==> src/rtl/ram_pkg.sv <==
// Shared FSM state type and address-width helper for the 2-read/1-write RAM.
package ram_pkg;

  typedef enum logic {
    INIT = 1'b0,
    RUN  = 1'b1
  } state_t;

  function automatic int clog2(input int value);
    int result;
    result = 0;
    while ((1 << result) < value) result++;
    return result;
  endfunction

endpackage

==> src/rtl/ram_init_ctrl.sv <==
// Init/run controller: zeroing sweep of one entry per cycle (DEPTH cycles), then RUN until clear.
// No backpressure; clear is only honoured in RUN, reset restarts the sweep from entry 0.
module ram_init_ctrl
  import ram_pkg::*;
#(
  parameter int DEPTH  = 16,
  parameter int ADDR_W = clog2(DEPTH)
) (
  input  logic              i_clk,
  input  logic              i_reset,
  input  logic              i_clear,
  output logic              o_ready,
  output logic [ADDR_W-1:0] o_sweep_addr,
  output logic              o_sweep_we
);

  localparam logic [ADDR_W-1:0] LAST_ADDR = ADDR_W'(DEPTH - 1);

  state_t            r_state;
  state_t            w_state_nxt;
  logic [ADDR_W-1:0] r_sweep_cnt;
  logic [ADDR_W-1:0] w_sweep_cnt_nxt;

  always_ff @(posedge i_clk) begin
    if (i_reset) begin
      r_state     <= INIT;
      r_sweep_cnt <= '0;
    end else begin
      r_state     <= w_state_nxt;
      r_sweep_cnt <= w_sweep_cnt_nxt;
    end
  end

  always_comb begin
    w_state_nxt     = r_state;
    w_sweep_cnt_nxt = r_sweep_cnt;
    case (r_state)
      INIT: begin
        if (r_sweep_cnt == LAST_ADDR) begin
          w_state_nxt     = RUN;
          w_sweep_cnt_nxt = '0;
        end else begin
          w_sweep_cnt_nxt = r_sweep_cnt + 1'b1;
        end
      end
      RUN: begin
        if (i_clear) begin
          w_state_nxt     = INIT;
          w_sweep_cnt_nxt = '0;
        end
      end
      default: begin
        w_state_nxt     = INIT;
        w_sweep_cnt_nxt = '0;
      end
    endcase
  end

  assign o_ready      = (r_state == RUN);
  assign o_sweep_we   = (r_state == INIT);
  assign o_sweep_addr = r_sweep_cnt;

endmodule

==> src/rtl/ram_2r1w.sv <==
// Two-read/one-write register-file RAM with zeroing sweep; reads are write-first, 1-cycle latency.
// No backpressure: accesses are dropped while ready is low (sweep in progress).
module ram_2r1w
  import ram_pkg::*;
#(
  parameter  int WIDTH  = 8,
  parameter  int DEPTH  = 16,
  localparam int ADDR_W = clog2(DEPTH)
) (
  input  logic              clk,
  input  logic              reset,
  input  logic              clear,
  input  logic              Write_Select,
  input  logic [ADDR_W-1:0] Write_Addr,
  input  logic [WIDTH-1:0]  Write_Data,
  input  logic              Read_Select_1,
  input  logic [ADDR_W-1:0] Read_Addr_1,
  input  logic              Read_Select_2,
  input  logic [ADDR_W-1:0] Read_Addr_2,
  output logic [WIDTH-1:0]  Read_Data_1,
  output logic [WIDTH-1:0]  Read_Data_2,
  output logic              Read_Valid_1,
  output logic              Read_Valid_2,
  output logic              ready
);

  logic [WIDTH-1:0]  r_mem [DEPTH];
  logic              w_ready;
  logic              w_sweep_we;
  logic [ADDR_W-1:0] w_sweep_addr;
  logic              w_user_we;
  logic              w_mem_we;
  logic [ADDR_W-1:0] w_mem_addr;
  logic [WIDTH-1:0]  w_mem_dat;
  logic [1:0]        w_rd_sel;
  logic [ADDR_W-1:0] w_rd_addr [2];
  logic [WIDTH-1:0]  w_rd_nxt  [2];
  logic [WIDTH-1:0]  r_rd_dat  [2];
  logic [1:0]        r_rd_vld;

  function automatic logic in_range(input logic [ADDR_W-1:0] addr);
    return int'(addr) < DEPTH;
  endfunction

  ram_init_ctrl #(
    .DEPTH  (DEPTH),
    .ADDR_W (ADDR_W)
  ) u_init_ctrl (
    .i_clk        (clk),
    .i_reset      (reset),
    .i_clear      (clear),
    .o_ready      (w_ready),
    .o_sweep_addr (w_sweep_addr),
    .o_sweep_we   (w_sweep_we)
  );

  // A clear cycle discards the user write; the sweep owns the array port in INIT.
  assign w_user_we  = w_ready & Write_Select & ~clear & in_range(Write_Addr);
  assign w_mem_we   = w_sweep_we | w_user_we;
  assign w_mem_addr = w_sweep_we ? w_sweep_addr : Write_Addr;
  assign w_mem_dat  = w_sweep_we ? '0 : Write_Data;

  always_ff @(posedge clk) begin
    if (w_mem_we) begin
      r_mem[w_mem_addr] <= w_mem_dat;
    end
  end

  assign w_rd_sel     = {Read_Select_2, Read_Select_1};
  assign w_rd_addr[0] = Read_Addr_1;
  assign w_rd_addr[1] = Read_Addr_2;

  always_comb begin
    for (int p = 0; p < 2; p++) begin
      w_rd_nxt[p] = '0;
      if (!in_range(w_rd_addr[p])) begin
        w_rd_nxt[p] = '0;
      end else if (w_user_we && (Write_Addr == w_rd_addr[p])) begin
        w_rd_nxt[p] = Write_Data;
      end else begin
        w_rd_nxt[p] = r_mem[w_rd_addr[p]];
      end
    end
  end

  always_ff @(posedge clk) begin
    if (reset) begin
      r_rd_vld <= '0;
      for (int p = 0; p < 2; p++) begin
        r_rd_dat[p] <= '0;
      end
    end else begin
      for (int p = 0; p < 2; p++) begin
        r_rd_vld[p] <= w_ready & w_rd_sel[p];
        if (w_ready && w_rd_sel[p]) begin
          r_rd_dat[p] <= w_rd_nxt[p];
        end
      end
    end
  end

  assign Read_Data_1  = r_rd_dat[0];
  assign Read_Data_2  = r_rd_dat[1];
  assign Read_Valid_1 = r_rd_vld[0];
  assign Read_Valid_2 = r_rd_vld[1];
  assign ready        = w_ready;

endmodule

==> config.mk <==
export PLATFORM = sky130hd
export DESIGN_NAME = ram_2r1w
export DESIGN_NICKNAME = d
export VERILOG_FILES = /design/src/rtl/ram_pkg.sv /design/src/rtl/ram_init_ctrl.sv /design/src/rtl/ram_2r1w.sv
export SDC_FILE = /design/constraint.sdc
export NUM_CORES = 1
export LEC_CHECK = 0
export BUFFER_PORTS_ARGS = -buffer_cell sky130_fd_sc_hd__buf_2
export CAP_MARGIN = 0
export CORE_MARGIN = 2
export CORE_UTILIZATION = 43
export CTS_CLUSTER_DIAMETER = 80
export DETAILED_ROUTE_END_ITERATION = 6
export GPL_TIMING_DRIVEN = 1
export PLACE_DENSITY = 0.72
export SLEW_MARGIN = 10
export SYNTH_ARGS = -nofsm -noshare
export SYNTH_HDL_FRONTEND = slang
export SYNTH_HIERARCHICAL = 1
export SYNTH_SLANG_ARGS = --single-unit
==> constraint.sdc <==
create_clock -name clk -period 2.4 [get_ports clk]
set_clock_uncertainty 0.15 [all_clocks]
set_input_delay 0.48 -clock clk [delete_from_list [all_inputs] [get_ports clk]]
set_output_delay 0.48 -clock clk [all_outputs]
set_load 0.05 [all_outputs]
==> impl_metrics.py <==
metrics = {
    "global_routing": {
        "grt_overflow": 0,
        "first_global_vias": 4705,
        "gr-usage-all-layers_pct": 21.05,
        "grt_max_degree": 20,
        "antenna_found_initial": 0,
        "grt_pass1_wl_um": 27340,
    },
    "worst_hold_path": {
        "hp-start": "Read_Select_1",
        "min_path_type": "in -> reg",
        "min_path_cells": 2,
        "hold_path_end": "r_rd_vld[0]$_SDFF_PP0_",
    },
    "floorplan": {
        "die_y_um": 134.7,
        "core_um2": 16640,
        "pin_count": 45,
        "start_util_pct": 44.12,
        "die_w_um": 134.7,
        "die_area_um2": 18140,
        "rows": 47,
    },
    "finish": {
        "fillers": 1283,
        "antenna_cells": 0,
        "multi_input_comb_area_um2": 2624,
        "drive_gt1_share_pct": 32.28,
        "syn2layout_area_growth_pct": 17.69,
        "final_cells": 725,
        "finalInstanceArea_um2": 8642,
        "ff_latch_area_um2": 4466,
        "final_common_cell": "edfxtp_1",
        "final_cell_mix": "edfxtp_1 (144), buf_2 (44), buf_4 (39)",
        "fin_nets": 519,
    },
    "timing": {
        "slew_viol_final": 0,
        "hold_viol": 0,
        "tightestPinTransition_ns": 1.258,
        "period_share_pct": 94.96,
        "finalSetupTns_ns": 0,
        "layout_setup_ws_ns": 0.1210,
        "max_freq_mhz": 438.8,
        "slew-limit-headroom_pct": 15.94,
        "rsz0062_at_grt": "no",
        "setup_viol": 0,
        "fin_crit_ns": 2.279,
    },
    "power_and_ir_drop": {
        "power_switching_uw": 1480,
        "vdd_drop_max_v": 0.0004411,
        "combPwrFrac_pct": 9.6,
        "intPower_uw": 4679,
        "seqPwrFrac_pct": 48.5,
        "p_leak_uw": 0.003118,
        "power_density_nw_per_um2": 712.6,
        "power.share.clock_pct": 41.9,
        "switching_share_pct": 24.02,
    },
    "route": {
        "drt_wl_total_um": 18080,
        "wl_per_cell_um": 24.94,
        "vias": 4530,
        "drcViolationCount": 0,
        "ant_nets": 0,
        "first_pass_iters": 5,
        "drtIter0Drc": 515,
        "viasPerCell": 6.248,
    },
    "worst_setup_path": {
        "r2r_setup_slack_ns": 0.12,
        "r2r_end": "r_mem[15][2]$_DFFE_PP_",
        "critPathCaptureType": "flop",
        "timing.rr.start": "u_init_ctrl/o_ready$_SDFF_PP0_",
        "reg2reg_depth": 3,
        "path_max_fanout": 16,
        "worstPathArrival_ns": 2.18,
        "cp_data_required_time_ns": 2.30,
        "critical_path_class": "reg -> reg",
        "worstSetupStartpointType": "flop",
    },
    "logic_synthesis": {
        "synthArstFlopShare_pct": 0,
        "syn-num-nets": 434,
        "synthCells": 407,
        "ys_seq_elements": 151,
        "seq_area_frac_synth_pct": 60.79,
        "synth_edf_count": 144,
        "syn_area_per_cell_um2": 18.04,
        "syn_area_um2": 7343,
        "synth_cell_types": 43,
        "synth_flop_cell": "edfxtp_1",
        "yosysWarnings": 6,
    },
    "status": {
        "status": "finished, final reports clean",
    },
    "clock_network": {
        "root_buffer": "clkbuf_16",
        "clk_pin_slew_ns": 0.06,
        "clk_latency_ns": 0.43,
        "cts.sinks": 151,
        "numCtsBuffers": 17,
        "cts_setup_buffers": 0,
        "cts_tree": "done",
        "htree_levels": 4,
        "cts_buffer_depth": 2,
    },
    "job": {
        "maxCapViolations": 0,
    },
    "place": {
        "dpl_cell_area_um2": 8055,
        "place_ws_ns": -0.04600,
        "place.gp.congestion": 0.8641,
        "hpwl_um": 11990,
        "dp.cells": 693,
        "port_buffers": 44,
    },
}
## metrics by stage
step	utilization (%)	hold slack, ns	power, µW
2_1_floorplan	-	0.3677	3412
3_3_place_gp	48.40	0.4292	3608
3_5_place_dp	48.40	0.4625	3626
4_1_cts	51.90	0.1417	6185
5_1_grt	51.93	0.1529	6334
6_report	51.93	0.1547	6158
## power by group through the flow
stage | logic, µW | clock network (µW) | registers (µW)
4_1_cts | 589 | 2610 | 2990
5_1_grt | 627 | 2710 | 2990
2_1_floorplan | 354 | 0 | 3060
3_5_place_dp | 584 | 0 | 3040
3_3_place_gp | 574 | 0 | 3030
6_report | 591 | 2580 | 2990
## registers in the layout, indices dropped and copies added, names as in the netlist
register,cells
r_mem,128
u_init_ctrl/o_sweep_addr,4
r_rd_dat,16
r_rd_vld,2
u_init_ctrl/o_ready,1
## critical path, stage by stage, from the launching register on
cell and delay [ns]:
dfxtp_2 0.33, inv_1 0.18, buf_4 0.27, nor2b_1 0.97
## worst max path at each step
| stage | cells past startpoint | from | slack (ns) | endpoint |
|---|---|---|---|---|
| floorplan | 4 | u_init_ctrl/o_ready$_SDFF_PP0_ | 0.19 | r_mem[1][0]$_DFFE_PP_ |
| global placement | 5 | clear | -0.08 | r_mem[0][1]$_DFFE_PP_ |
| detailed placement | 5 | clear | -0.05 | r_mem[1][1]$_DFFE_PP_ |
| CTS | 4 | u_init_ctrl/o_ready$_SDFF_PP0_ | 0.05 | r_mem[1][6]$_DFFE_PP_ |
| global route | 3 | u_init_ctrl/o_ready$_SDFF_PP0_ | 0.009 | r_mem[14][1]$_DFFE_PP_ |
| finish | 3 | u_init_ctrl/o_ready$_SDFF_PP0_ | 0.12 | r_mem[15][2]$_DFFE_PP_ |
## timing repair
action                     CTS  global route
setup endpoints to repair    0             8
gates resized for setup      0             1
hold buffers                 0             0
## logic make-up after synthesis
logic type / after synthesis / share of synthesized area (%)
flip-flops: 151 / 60.79
AND/OR/NAND/NOR: 82 / 5.895
AO/OA/AOI/OAI: 70 / 7.310
multiplexers: 64 / 21.33
buffers and inverters: 31 / 3.544
XOR/XNOR: 8 / 0.9542
adder cells (fa/ha/maj): 1 / 0.1704
## layer usage
| metal | vias to the layer above | GRT usage (%) | routed length (µm) |
|---|---|---|---|
| met5 | - | 0 | 0 |
| met4 | 0 | 9.474 | 629 |
| met3 | 40 | 5.105 | 1414 |
| met2 | 246 | 34.83 | 9200 |
| met1 | 2346 | 26.43 | 6834 |
| li1 | 1898 | - | - |
## layout make-up
type                       instances  share of cell area [%]
timing repair buffer              91                   7.789
sequential                       151                   51.67
tap                              220                   3.185
inverter                           6                  0.2606
clock buffer                      17                   4.923
clock inverter                    15                   1.810
multi-input combinational        225                   30.36
## synthesized netlist by cell type, types with 2 or more instances
cell | instances | area (µm²)
dfxtp_1 | 7 | 140.1
mux4_2 | 30 | 675.7
a32oi_1 | 2 | 17.52
a31oi_1 | 3 | 18.77
nor4b_4 | 2 | 47.55
a21oi_1 | 6 | 30.03
xor2_1 | 8 | 70.07
a22o_1 | 16 | 140.1
edfxtp_1 | 144 | 4324
buf_4 | 3 | 22.52
nor2b_1 | 14 | 87.58
and2_1 | 5 | 31.28
mux4_4 | 2 | 50.05
nor4_1 | 2 | 12.51
buf_2 | 6 | 30.03
buf_6 | 3 | 33.78
nand2_1 | 22 | 82.58
clkbuf_1 | 2 | 7.510
nor2_1 | 29 | 108.9
a21o_1 | 2 | 15.01
clkdlybuf4s25_2 | 6 | 60.06
inv_1 | 6 | 22.52
buf_12 | 4 | 80.08
a22oi_1 | 33 | 247.7
mux4_1 | 32 | 840.8
Note: power is estimated with default switching activity, not from simulation.
